**src/rtl/xbus_ram_bridge_if.sv**
```systemverilog
// Bus bundles for the Xbus DRAM bridge: the Xbus slave port and the SDRAM controller handshake.
interface xbus_if;
  logic [21:0] addr;
  logic [31:0] datain;
  logic [31:0] dataout;
  logic        req;
  logic        write;
  logic        ack;
  logic        decode;

  modport master (output addr, datain, req, write, input dataout, ack, decode);
  modport slave  (input addr, datain, req, write, output dataout, ack, decode);
endinterface

interface sdram_if;
  logic [21:0] sdram_addr;
  logic [31:0] sdram_data_in;
  logic [31:0] sdram_data_out;
  logic        sdram_req;
  logic        sdram_ready;
  logic        sdram_write;
  logic        sdram_done;

  modport master (output sdram_addr, sdram_data_out, sdram_req, sdram_write,
                  input  sdram_data_in, sdram_ready, sdram_done);
  modport slave  (input  sdram_addr, sdram_data_out, sdram_req, sdram_write,
                  output sdram_data_in, sdram_ready, sdram_done);
endinterface

```
**src/rtl/xbus_ram_bridge.sv**
```systemverilog
// Xbus slave turning DRAM-window requests into one SDRAM controller transaction each.
// Optional XBUS_RAM_WRITE_POST_EN: writes ack on sdram_ready; their done retires in the background.
module xbus_ram_bridge #(
  parameter logic [21:0] DRAM_TOP = 22'o17000000
) (
  input  logic     clk,
  input  logic     reset,
  xbus_if.slave    xbus,
  sdram_if.master  sdram
);

  typedef enum logic [2:0] {S_IDLE, S_REQ, S_WAIT, S_ACK, S_HOLD} state_t;

  state_t      r_state;
  state_t      w_next_state;
  logic [21:0] r_sdram_addr;
  logic [31:0] r_sdram_data_out;
  logic [31:0] r_dataout;
  logic        r_sdram_write;

  logic w_decode;
  logic w_start;
  logic w_req_allowed;
  logic w_accept;
  logic w_posted;
  logic w_capture;
  logic w_sdram_req;
  logic w_ack;

  assign w_decode = (xbus.addr < DRAM_TOP);
  assign w_start  = (r_state == S_IDLE) && xbus.req && w_decode;

`ifdef XBUS_RAM_WRITE_POST_EN
  // A posted write still owes the controller a done; hold off the next request until it lands.
  logic r_post_pending;

  assign w_req_allowed = !r_post_pending;
  assign w_posted      = r_sdram_write;

  always_ff @(posedge clk or posedge reset) begin
    if (reset)
      r_post_pending <= 1'b0;
    else if (w_accept && r_sdram_write && !sdram.sdram_done)
      r_post_pending <= 1'b1;
    else if (sdram.sdram_done)
      r_post_pending <= 1'b0;
  end
`else
  assign w_req_allowed = 1'b1;
  assign w_posted      = 1'b0;
`endif

  assign w_accept  = (r_state == S_REQ) && w_req_allowed && sdram.sdram_ready;
  assign w_capture = !r_sdram_write && sdram.sdram_done &&
                     (w_accept || (r_state == S_WAIT));

  // NOTE: sequential state uses non-blocking assignments so every register samples pre-edge values.
  always_ff @(posedge clk or posedge reset) begin
    if (reset)
      r_state <= S_IDLE;
    else
      r_state <= w_next_state;
  end

  // NOTE: every combinational output gets a default first so no path can infer a latch.
  always_comb begin
    w_next_state = r_state;
    unique case (r_state)
      S_IDLE: if (w_start) w_next_state = S_REQ;
      S_REQ: begin
        // ready with done in the same cycle skips WAIT entirely
        if (w_accept)
          w_next_state = (sdram.sdram_done || w_posted) ? S_ACK : S_WAIT;
      end
      S_WAIT: if (sdram.sdram_done) w_next_state = S_ACK;
      S_ACK:  w_next_state = xbus.req ? S_HOLD : S_IDLE;
      S_HOLD: if (!xbus.req) w_next_state = S_IDLE;
      default: w_next_state = S_IDLE;
    endcase
  end

  always_comb begin
    w_sdram_req = 1'b0;
    w_ack       = 1'b0;
    unique case (r_state)
      S_REQ:   w_sdram_req = w_req_allowed;
      S_ACK:   w_ack       = 1'b1;
      default: ;
    endcase
  end

  // Request fields are latched once in IDLE so the SDRAM op sees stable values even if the master changes them.
  always_ff @(posedge clk or posedge reset) begin
    if (reset) begin
      r_sdram_addr     <= '0;
      r_sdram_data_out <= '0;
      r_sdram_write    <= 1'b0;
      r_dataout        <= '0;
    end else begin
      if (w_start) begin
        r_sdram_addr     <= xbus.addr;
        r_sdram_data_out <= xbus.datain;
        r_sdram_write    <= xbus.write;
      end
      if (w_capture)
        r_dataout <= sdram.sdram_data_in;
    end
  end

  assign xbus.decode          = w_decode;
  assign xbus.ack             = w_ack;
  assign xbus.dataout         = r_dataout;
  assign sdram.sdram_req      = w_sdram_req;
  assign sdram.sdram_write    = r_sdram_write;
  assign sdram.sdram_addr     = r_sdram_addr;
  assign sdram.sdram_data_out = r_sdram_data_out;

endmodule

```
**src/flat_wrapper.sv**
```systemverilog
// flat-port wrapper written by rule: the top's interface ports become plain ports
module xbus_ram_bridge_flat 
#(
  parameter logic [21:0] DRAM_TOP = 22'o17000000
)
  (clk, reset, xbus_addr, xbus_datain, xbus_req, xbus_write, xbus_dataout, xbus_ack, xbus_decode, sdram_sdram_addr, sdram_sdram_data_out, sdram_sdram_req, sdram_sdram_write, sdram_sdram_data_in, sdram_sdram_ready, sdram_sdram_done);
  xbus_if xbus_i ();
  sdram_if sdram_i ();
  input  logic clk;
  input  logic reset;
  input wire logic [$bits(xbus_i.addr)-1:0] xbus_addr;
  input wire logic [$bits(xbus_i.datain)-1:0] xbus_datain;
  input wire logic [$bits(xbus_i.req)-1:0] xbus_req;
  input wire logic [$bits(xbus_i.write)-1:0] xbus_write;
  output wire logic [$bits(xbus_i.dataout)-1:0] xbus_dataout;
  output wire logic [$bits(xbus_i.ack)-1:0] xbus_ack;
  output wire logic [$bits(xbus_i.decode)-1:0] xbus_decode;
  output wire logic [$bits(sdram_i.sdram_addr)-1:0] sdram_sdram_addr;
  output wire logic [$bits(sdram_i.sdram_data_out)-1:0] sdram_sdram_data_out;
  output wire logic [$bits(sdram_i.sdram_req)-1:0] sdram_sdram_req;
  output wire logic [$bits(sdram_i.sdram_write)-1:0] sdram_sdram_write;
  input wire logic [$bits(sdram_i.sdram_data_in)-1:0] sdram_sdram_data_in;
  input wire logic [$bits(sdram_i.sdram_ready)-1:0] sdram_sdram_ready;
  input wire logic [$bits(sdram_i.sdram_done)-1:0] sdram_sdram_done;
  assign xbus_i.addr = xbus_addr;
  assign xbus_i.datain = xbus_datain;
  assign xbus_i.req = xbus_req;
  assign xbus_i.write = xbus_write;
  assign xbus_dataout = xbus_i.dataout;
  assign xbus_ack = xbus_i.ack;
  assign xbus_decode = xbus_i.decode;
  assign sdram_sdram_addr = sdram_i.sdram_addr;
  assign sdram_sdram_data_out = sdram_i.sdram_data_out;
  assign sdram_sdram_req = sdram_i.sdram_req;
  assign sdram_sdram_write = sdram_i.sdram_write;
  assign sdram_i.sdram_data_in = sdram_sdram_data_in;
  assign sdram_i.sdram_ready = sdram_sdram_ready;
  assign sdram_i.sdram_done = sdram_sdram_done;
  xbus_ram_bridge #(.DRAM_TOP(DRAM_TOP)) u_core (.clk(clk), .reset(reset), .xbus(xbus_i), .sdram(sdram_i));
endmodule
```
**config.mk**
```make
export PLATFORM = sky130hd
export DESIGN_NAME = xbus_ram_bridge_flat
export DESIGN_NICKNAME = d
export VERILOG_FILES = /design/src/rtl/xbus_ram_bridge_if.sv /design/src/rtl/xbus_ram_bridge.sv /design/src/flat_wrapper.sv
export SDC_FILE = /design/constraint.sdc
export NUM_CORES = 1
export LEC_CHECK = 0
export CORE_MARGIN = 5
export CORE_UTILIZATION = 43
export DETAILED_ROUTE_END_ITERATION = 8
export GPL_TIMING_DRIVEN = 0
export PLACE_DENSITY = 0.93
export SLEW_MARGIN = 10
export SYNTH_ARGS = -nofsm -noshare
export SYNTH_HDL_FRONTEND = slang
export SYNTH_SLANG_ARGS = --single-unit
```
**constraint.sdc**
```tcl
create_clock -name clk -period 6.2 [get_ports clk]
set_input_delay 1.55 -clock clk [delete_from_list [all_inputs] [get_ports clk]]
set_output_delay 1.55 -clock clk [all_outputs]
set_load 0.01 [all_outputs]
```
==> Word-level counts from Yosys, hierarchy flattened <==
Index checks and enable logic that the tools add are counted.
{ "word_totals": {"register_bits": 90, "latchBits": 0, "ramBits": 0, "romBits": 0, "out_inout_bits": 90, "wordCells": 32, "n_memories": 0} }
{ "op_classes": {"addsub": 0, "multipliers": 0, "div": 0, "magnitude_cmp": 1, "n_eq_ne": 8, "shifts": 0, "muxes": 9, "bitwise_logic": 0, "reduce_logical": 9} }
{ "op_table": {"columns": ["op", "n"], "rows": [
  ["< comparator 22 bit, second input constant", 1],
  ["two-way mux 3 bit", 5],
  ["case mux 3 bit (5 select lines)", 1],
  ["== test 3 x 2 -> 1 bit, second input constant", 2],
  ["logical AND 1 bit", 5],
  ["!= test 2 x 1 -> 1 bit, second input constant", 2],
  ["!= test 2 bit, second input constant", 2],
  ["AND reduction 4 bit", 1],
  ["== test 3 x 1 -> 1 bit, second input constant", 1],
  ["== test 3 bit, second input constant", 1],
  ["logical NOT 3 bit", 1],
  ["two-way mux 1 bit", 3],
  ["logical NOT 1 bit", 1],
  ["logical OR 1 bit", 1]
]} }

==> Depth between registers and ports, before layout <==
Gate-level depths: netlist of run 1.
{ "depth": {"word_depth": 5, "ltp_mapped": 5, "ltp_nobuf": 3} }

==> Worst setup path before layout of run 1 <==
Ideal clock, no wire load.
{ "synth_path": {"kind": "input -> output", "startpoint": "input port xbus_addr[19]", "endpoint": "output port xbus_decode", "arrival_ns": 1.725, "required_ns": 4.650, "setup_slack_ns": 2.925, "path_stages": 1, "path_buffers": 0, "path_cell_list": "nand4_1"} }
{ "synth_via": {"elab_chain_cells": 1} }
{ "synth_lines": {"columns": ["item", "line", "text"], "rows": [
  ["start, declared", "flat_wrapper.sv:11", "input wire logic [$bits(xbus_i.addr)-1:0] xbus_addr;"],
  ["< comparator 22 bit", "xbus_ram_bridge.sv:30", "assign w_decode = (xbus.addr < DRAM_TOP);"],
  ["end, declared", "flat_wrapper.sv:17", "output wire logic [$bits(xbus_i.decode)-1:0] xbus_decode;"]
]} }
Every way passes these cells.

==> Final worst setup path of run 1 <==
{ "layout_path": {"startpoint": "input port xbus_addr[18]", "endpoint": "output port xbus_decode"} }
The elaborated chain is that of the path after synthesis.

==> results of run 1 <==
kinds of logic (layout without fill, tap and decap cells):
logic type      Yosys count  in the layout  share of synthesized area, %
compound gates            6              6                         1.350
buf+inv                  11            209                         2.026
mux                      87             87                         31.02
flops                    90             90                         63.97
simple gates             10             10                         1.635
flip-flops by register name, summed over array words and instances, names as in the netlist:
| register | cells |
|---|---|
| u_core.sdram.sdram_data_out | 32 |
| u_core.xbus.dataout | 32 |
| u_core.sdram.sdram_addr | 22 |
| u_core.sdram.sdram_write | 1 |
| u_core.r_state | 3 |
critical path: stages:
cell	delay, ps
clkdlybuf4s50_1	480
nand4_1	180
clkdlybuf4s50_1	540
layout make-up:
| cell class | instances | area [µm²] |
|---|---|---|
| clock buffers | 9 | 123.9 |
| clock inverters | 7 | 76.32 |
| flip-flops and latches | 90 | 2252 |
| inverters | 2 | 10.01 |
| fillers | 563 | 2399 |
| repair buffers | 182 | 1839 |
| multi-input cells | 103 | 1197 |
| well taps | 105 | 131.4 |
| plain buffers | 9 | 63.81 |
layout by cell type, fill, tap and decap left out:
cell / count
mux2_4: 30
nand4_1: 1
a221oi_1: 1
clkinvlp_4: 2
a21o_1: 2
clkinv_2: 1
a21oi_1: 1
mux2_2: 57
a2111o_1: 1
nand3b_1: 1
inv_1: 1
buf_6: 3
clkbuf_8: 9
dfrtp_1: 90
inv_4: 1
inv_6: 2
buf_16: 1
bufinv_16: 1
nand2b_1: 1
and2_1: 1
clkinv_4: 1
nand2_1: 2
buf_2: 6
nand4b_1: 1
o21a_1: 1
nor2_1: 2
clkdlybuf4s50_1: 181
nor3b_1: 1
metal layers:
metal | GRT usage [%] | share of wire [%]
met1 | 21.03 | 40
met2 | 28.80 | 48
met3 | 6.159 | 9.1
met4 | 6.632 | 2.2
met5 | 0 | 0
where the power goes:
part	total [mW]	switching [mW]	internal, mW	leakage (nW)
clock network	0.398	0.209	0.189	0.0962
logic	1.39	0.470	0.916	1.33
registers	1.06	0.168	0.887	1.07
through the flow:
step | power (mW) | worst slack [ps] | cells | cell area, µm² | hold WS [ps]
after floorplan | 1.686 | 2315 | 204 | 3521 | 484.1
after global placement | 2.411 | 1081 | 490 | 5464 | 485.9
after detailed placement | 2.469 | 1855 | 491 | 5494 | 492.2
after CTS | 2.881 | 1854 | 507 | 5694 | 514.0
after global routing | 3.001 | 1845 | 507 | 5694 | 521.2
final | 2.840 | 1892 | 507 | 5694 | 507.8
final timing paths:
path                                             start                           to  slack [ps]  depth (start not counted)
setup / recovery                         xbus_addr[18]                  xbus_decode        1890                          3
hold / removal             u_core.sdram.sdram_addr[18]  u_core.sdram.sdram_addr[18]         510                          1
setup reg to reg                     u_core.r_state[1]      u_core.xbus.dataout[15]        4380                          4
hold reg to reg            u_core.sdram.sdram_addr[18]  u_core.sdram.sdram_addr[18]         510                          1
max in group asynchronous                        reset  u_core.sdram.sdram_addr[21]        3970                          3
min in group asynchronous                        reset  u_core.sdram.sdram_addr[16]        1610                          2
==> impl_metrics.toml, run 1 <==
[final_layout]
post-route-util_pct = 70.36
n_antenna_cell = 0
final_net_count = 489
area_growth_syn_to_layout_pct = 61.73
drive_gt1_share_pct = 28.36

[die]
coreArea_um2 = 8093
die_width_um = 100.5
die_height_um = 100.5
start_util_pct = 43.51
io_pins = 182
fp.dieArea_um2 = 10100
rows = 33

[power]
p_per_area_nw_per_um2 = 498.7
p_leak_nw = 2.499
ir_drop_mv = 0.2368

[placement]
hpwl_mm = 6.843
port_buffers = 181
gp_congestion = 0.7571

[clock_network]
cts_tree = "built"
h-tree-depth = 3
cts_resized = 0
clock_latency_ps = 350
clockBufferDepth = 2
post_cts_buffers = 0
cts_buffers = 9
postCtsHoldBufs = 0
clk_pin_slew_worst_paths_ps = 80
clock_sinks = 90
root_buffer = "clkbuf_8"

[worst_setup_path]
critical_path_class = "in -> out"
critPathArrivalTime_ps = 2760
cp_max_fo = 3
required_ps = 4650
end_kind = "primary output"
crit_path_start_kind = "input pin"

[timing]
skew_ps = 15.15
clock.fmax_mhz = 232.1
worst_pin_slew_ps = 532.4
fin_crit_ps = 4308
setup_viol = 0
fin_tns_setup_ps = 0
finalHoldViolations = 0
rsz0062_at_grt = "no"
final_max_slew_viol_count = 0
maxSlewHeadroom_pct = 64.50
post-route-period-util_pct = 69.49

[synth]
synth_edf_count = 0
yosys-top-cells-area = "dfrtp_1, mux2_2, mux2_4, buf_6, buf_2"
syn_area_um2 = 3521
yosys.cell_count.top_type = "dfrtp_1"
async_reset_ff_share_pct = 100.0
syn_inst = 204
yosysSeqAreaShare_pct = 63.97
synth_top_area_share_pct = 63.97
synth_area_per_cell_um2 = 17.26
syn-num-nets = 296
synth.distinct_cells = 19
yosysTopAreaCell = "dfrtp_1"
ys.flop_type = "dfrtp_1"
ys_warn_count = 0
synth_common_cells = "dfrtp_1, mux2_2, mux2_4"
ys_ff_latch = 90

[outcome]
status = "finished clean"

[drt]
drc_errors = 0
vias_per_cell = 4.799
drt-initial-drc-count = 44
vias = 2433
firstDrtPassIters = 4
ant_nets = 0
wl_mm = 8.781
wl_per_cell_um = 17.32

[global_routing]
grt_max_degree = 51
grt_pass1_vias = 2731
track_usage_pct = 17.44
antenna_found_initial = 0
overflow = 0
grt_pass1_wl_mm = 13.81

[hold_path]
holdCritPathClass = "reg -> reg"

[job]
cap_violations = 0
Power figures use the tool's default switching activity.
==> inputs of run 2 (changes only) <==
--- a/config.mk
+++ b/config.mk
@@ -6,10 +6,10 @@
 export NUM_CORES = 1
 export LEC_CHECK = 0
 export CORE_MARGIN = 5
-export CORE_UTILIZATION = 43
+export CORE_UTILIZATION = 40
 export DETAILED_ROUTE_END_ITERATION = 8
 export GPL_TIMING_DRIVEN = 0
-export PLACE_DENSITY = 0.93
+export PLACE_DENSITY = 0.88
 export SLEW_MARGIN = 10
 export SYNTH_ARGS = -nofsm -noshare
 export SYNTH_HDL_FRONTEND = slang
==> constraint.sdc (replaced) <==
create_clock -name clk -period 4.1 [get_ports clk]
set_input_delay 1.025 -clock clk [delete_from_list [all_inputs] [get_ports clk]]
set_output_delay 1.025 -clock clk [all_outputs]
set_load 0.01 [all_outputs]
==> impl_metrics.toml, run 2 (synthesis gave the netlist of run 1 again) <==
[drt]
wl_mm = 8.635
firstDrtPassIters = 4
vias = 2384
drt-initial-drc-count = 51
vias_per_cell = 4.675
wl_per_cell_um = 16.93
ant_nets = 0
drc_errors = 0

[power]
p_leak_nw = 2.506
ir_drop_mv = 0.3980
p_per_area_nw_per_um2 = 754.0
p_total_mw = 4.302

[die]
io_pins = 182
fp.dieArea_um2 = 10780
coreArea_um2 = 8636
start_util_pct = 40.77
rows = 34
die_width_um = 103.8
die_height_um = 103.8

[final_layout]
fillers = 634
area_growth_syn_to_layout_pct = 62.05
layout_common_cells = "clkdlybuf4s50_1, dfrtp_1, mux2_2"
final_net_count = 489
n_antenna_cell = 0
layout_commonest_cell = "clkdlybuf4s50_1"
drive_gt1_share_pct = 28.11

[worst_setup_path]
crit_path_start_kind = "input pin"
cp_common_cell = "clkdlybuf4s50_1"
critPathArrivalTime_ps = 2240
timing.rr.start = "u_core.r_state[1]"
cpPeakStageDelay_ps = 550
required_ps = 3070
slowest_stage = "clkdlybuf4s50_1"
r2r_cells = 4
rrSetupSlack_ps = 2300
cp_max_fo = 3
rr_endpoint = "u_core.xbus.dataout[6]"
cp_top_family = "buffers and inverters"
cp.buffers_inverters = 2
end_kind = "primary output"
critical_path_class = "in -> out"
path_cells = "clkdlybuf4s50_1 > nand4_1 > clkdlybuf4s50_1"

[timing]
rsz0062_at_grt = "no"
finalHoldViolations = 0
worst_slack_ps = 834.5
fin_crit_ps = 3266
skew_ps = 9.450
post-route-period-util_pct = 79.65
final_max_slew_viol_count = 0
maxSlewHeadroom_pct = 60.67
clock.fmax_mhz = 306.2
setup_viol = 0
worst_pin_slew_ps = 589.9

[clock_network]
cts_buffers = 9
postCtsHoldBufs = 0
cts_tree = "built"
post_cts_buffers = 0
clock_sinks = 90
root_buffer = "clkbuf_8"
cts_resized = 0
clock_latency_ps = 330
clk_pin_slew_worst_paths_ps = 80
clockBufferDepth = 2
h-tree-depth = 3

[placement]
pre_cts_ws_ps = 817.1
hpwl_mm = 6.714
port_buffers = 181
gp_congestion = 0.7123

[hold_path]
holdPathStages = 1
hold_path_end = "u_core.sdram.sdram_data_out[8]"
hp-start = "u_core.sdram.sdram_data_out[8]"
holdCritPathClass = "reg -> reg"

[outcome]
status = "finished clean"

[global_routing]
track_usage_pct = 16.34
grt_pass1_wl_mm = 14.39
grt_pass1_vias = 2711
antenna_found_initial = 0
grt_max_degree = 47
overflow = 0

[job]
cap_violations = 0
[run 2: cell types whose count changed in the layout (fill, tap and decap cells not counted)]
cell / delta
clkbuf_8: +3
buf_16: -1
inv_6: -2
clkinv_2: -1
clkinvlp_4: -1
buf_12: +1
clkbuf_1: +1
[run 2: worst register-to-register path: stages (launching register included)]
cell and delay [ps]:
dfrtp_1 440, nand3b_1 200, a2111o_1 540, buf_6 210, mux2_4 300
[run 2: final cells by class]
cell class	instances	area (µm²)	area share, %
plain buffers	9	63.81	1.118
clock buffers	13	168.9	2.961
clock inverters	3	46.29	0.8114
inverters	2	10.01	0.1754
multi-input cells	103	1197	20.99
flip-flops and latches	90	2252	39.47
well taps	108	135.1	2.368
repair buffers	182	1832	32.11
[run 2: report_power, final]
group | switching [mW] | internal (mW)
clock | 0.292 | 0.334
sequential | 0.245 | 1.34
combinational | 0.706 | 1.38
total | 1.24 | 3.06
[run 2: routing by layer]
layer / up-vias / global-route usage (%) / part of all wire, %
li1: 1102 / - / -
met1: 1170 / 20.12 / 41
met2: 108 / 27.23 / 51
met3: 4 / 5.908 / 8.1
met4: 0 / 4.255 / 0.60
met5: - / 0 / 0
[run 2: worst max path at each step]
stage	start	end	slack, ps	depth (start not counted)
6_report	xbus_addr[19]	xbus_decode	830	3
3_3_place_gp	reset	u_core.sdram.sdram_data_out[8]	-530	2
3_5_place_dp	xbus_addr[19]	xbus_decode	820	3
5_1_grt	xbus_addr[18]	xbus_decode	790	3
4_1_cts	xbus_addr[19]	xbus_decode	810	3
2_1_floorplan	reset	u_core.r_state[0]	740	1
[run 2: stage by stage]
stage | cells | setup TNS, ps | instance area [µm²] | util [%] | hold WS (ps)
after detailed placement | 494 | 0 | 5490 | 63.58 | 491.1
after CTS | 510 | 0 | 5705 | 66.07 | 510.8
after global routing | 510 | 0 | 5705 | 66.07 | 519.8
after global placement | 493 | -46900 | 5468 | 63.32 | 484.8
final | 510 | 0 | 5705 | 66.07 | 505.4
after floorplan | 204 | 0 | 3521 | - | 484.1
==> inputs of run 3 (changes only) <==
--- a/config.mk
+++ b/config.mk
@@ -6,10 +6,10 @@
 export NUM_CORES = 1
 export LEC_CHECK = 0
 export CORE_MARGIN = 5
-export CORE_UTILIZATION = 40
+export CORE_UTILIZATION = 36
 export DETAILED_ROUTE_END_ITERATION = 8
 export GPL_TIMING_DRIVEN = 0
-export PLACE_DENSITY = 0.88
+export PLACE_DENSITY = 0.84
 export SLEW_MARGIN = 10
 export SYNTH_ARGS = -nofsm -noshare
 export SYNTH_HDL_FRONTEND = slang
==> constraint.sdc (replaced) <==
create_clock -name clk -period 2.89 [get_ports clk]
set_input_delay 0.7225 -clock clk [delete_from_list [all_inputs] [get_ports clk]]
set_output_delay 0.7225 -clock clk [all_outputs]
set_load 0.01 [all_outputs]
==> impl_metrics.toml, run 3 (synthesis gave the netlist of run 1 again) <==
[outcome]
status = "finished clean"

[timing]
setup_viol = 0
final_max_slew_viol_count = 0
skew_ps = 10.64
worst_pin_slew_ps = 370.0
fin_crit_ps = 2689
rsz0062_at_grt = "no"
clock.fmax_mhz = 371.8
fin_tns_setup_ps = 0
maxSlewHeadroom_pct = 75.28
finalHoldViolations = 0
post-route-period-util_pct = 93.05

[worst_setup_path]
critPathArrivalTime_ps = 1970
cpPeakStageDelay_ps = 540
path_cells = "clkdlybuf4s50_1 > nand4_1 > clkdlybuf4s50_1"
crit_path_start_kind = "input pin"
r2r_cells = 4
critical_path_class = "in -> out"
end_kind = "primary output"
cp_max_fo = 3
slowest_stage = "clkdlybuf4s50_1"
required_ps = 2170
cp_common_cell = "clkdlybuf4s50_1"

[drt]
wl_per_cell_um = 16.70
vias_per_cell = 4.515
met3WireLength_um = 797
route.met2.wl_mm = 4.475
vias = 2420
wl_mm = 8.949
firstDrtPassIters = 2
topRoutingLayerUsed = "met4"
met1_length_mm = 3.521
ant_nets = 0
drt-initial-drc-count = 37
drc_errors = 0

[placement]
hpwl_mm = 7.088
port_buffers = 181
gp_congestion = 0.6925

[global_routing]
track_usage_pct = 15.29
overflow = 0
grt_pass1_vias = 2720
grt_pass1_wl_mm = 14.07
antenna_found_initial = 0
grt_max_degree = 40

[die]
die_width_um = 108.9
fp.dieArea_um2 = 11860
start_util_pct = 36.53
rows = 36
die_height_um = 108.9
io_pins = 182
coreArea_um2 = 9639

[final_layout]
n_antenna_cell = 0
multi_input_area_um2 = 1197
layout.area.seq_um2 = 2252
layout_commonest_cell = "clkdlybuf4s50_1"
layout_common_cells = "clkdlybuf4s50_1, dfrtp_1, mux2_2"
fillers = 779
post-route-util_pct = 59.97
final_net_count = 490
area_growth_syn_to_layout_pct = 64.18
drive_gt1_share_pct = 28.54

[clock_network]
cts_resized = 0
cts_tree = "built"
clockBufferDepth = 2
postCtsHoldBufs = 0
clock_latency_ps = 350
root_buffer = "clkbuf_8"
post_cts_buffers = 0
cts_buffers = 9
clock_sinks = 90
clk_pin_slew_worst_paths_ps = 80
h-tree-depth = 3

[job]
cap_violations = 0

[power]
ir_drop_mv = 0.4691
p_per_area_nw_per_um2 = 1074
p_leak_nw = 2.525

[hold_path]
holdCritPathClass = "reg -> reg"
holdPathStages = 1
run 3: cell count changes in the layout (fill, tap and decap cells not counted), sizes merged:
cell	delta
clkbuf	-2
clkinv	+2
buf	+1
bufinv	+1
inv	-1
run 3: layout make-up:
| cell class | count | share of cell area, % |
|---|---|---|
| flip-flops and latches | 90 | 38.96 |
| repair buffers | 183 | 32.03 |
| multi-input cells | 103 | 20.71 |
| well taps | 133 | 2.879 |
| clock buffers | 11 | 2.619 |
| clock inverters | 5 | 1.494 |
| plain buffers | 9 | 1.104 |
| inverters | 2 | 0.1948 |
run 3: power by group:
part | internal [mW] | leakage [nW] | switching, mW
registers | 1.90 | 1.07 | 0.350
clock network | 0.539 | 0.120 | 0.442
logic | 1.97 | 1.34 | 1.01
run 3: metal layers:
metal	track usage, %	up-vias
met1	18.07	1188
met3	6.513	14
met4	3.877	0
met5	0	-
li1	-	1106
met2	25.66	112
run 3: per-stage QoR:
step                      std cells  hold WS [ps]  worst slack (ps)  power (mW)  area (µm²)
after CTS                       536         511.9             180.4       6.309        5781
after detailed placement        520         491.5             187.6       5.297        5543
final                           536         507.4             200.7       6.208        5781
after floorplan                 204         484.1             963.4       3.618        3525
after global placement          518         485.8             170.0       5.191        5503
after global routing            536         525.8             123.4       6.578        5781
run 3: worst max-delay path, delay by kind of cell:
family	cells	cell delay, ps
buffers and inverters	2	1040
and+or+nand+nor	1	200
run 3: path summary, 6_finish.rpt:
path	startpoint	endpoint	slack, ps
min	u_core.sdram.sdram_data_out[2]	u_core.sdram.sdram_data_out[2]	510
max in group asynchronous	reset	u_core.xbus.dataout[4]	1660
min in group asynchronous	reset	u_core.sdram.sdram_data_out[25]	710
max	xbus_addr[21]	xbus_decode	200
max reg2reg	u_core.r_state[1]	u_core.xbus.dataout[17]	1050
min reg2reg	u_core.sdram.sdram_data_out[2]	u_core.sdram.sdram_data_out[2]	510
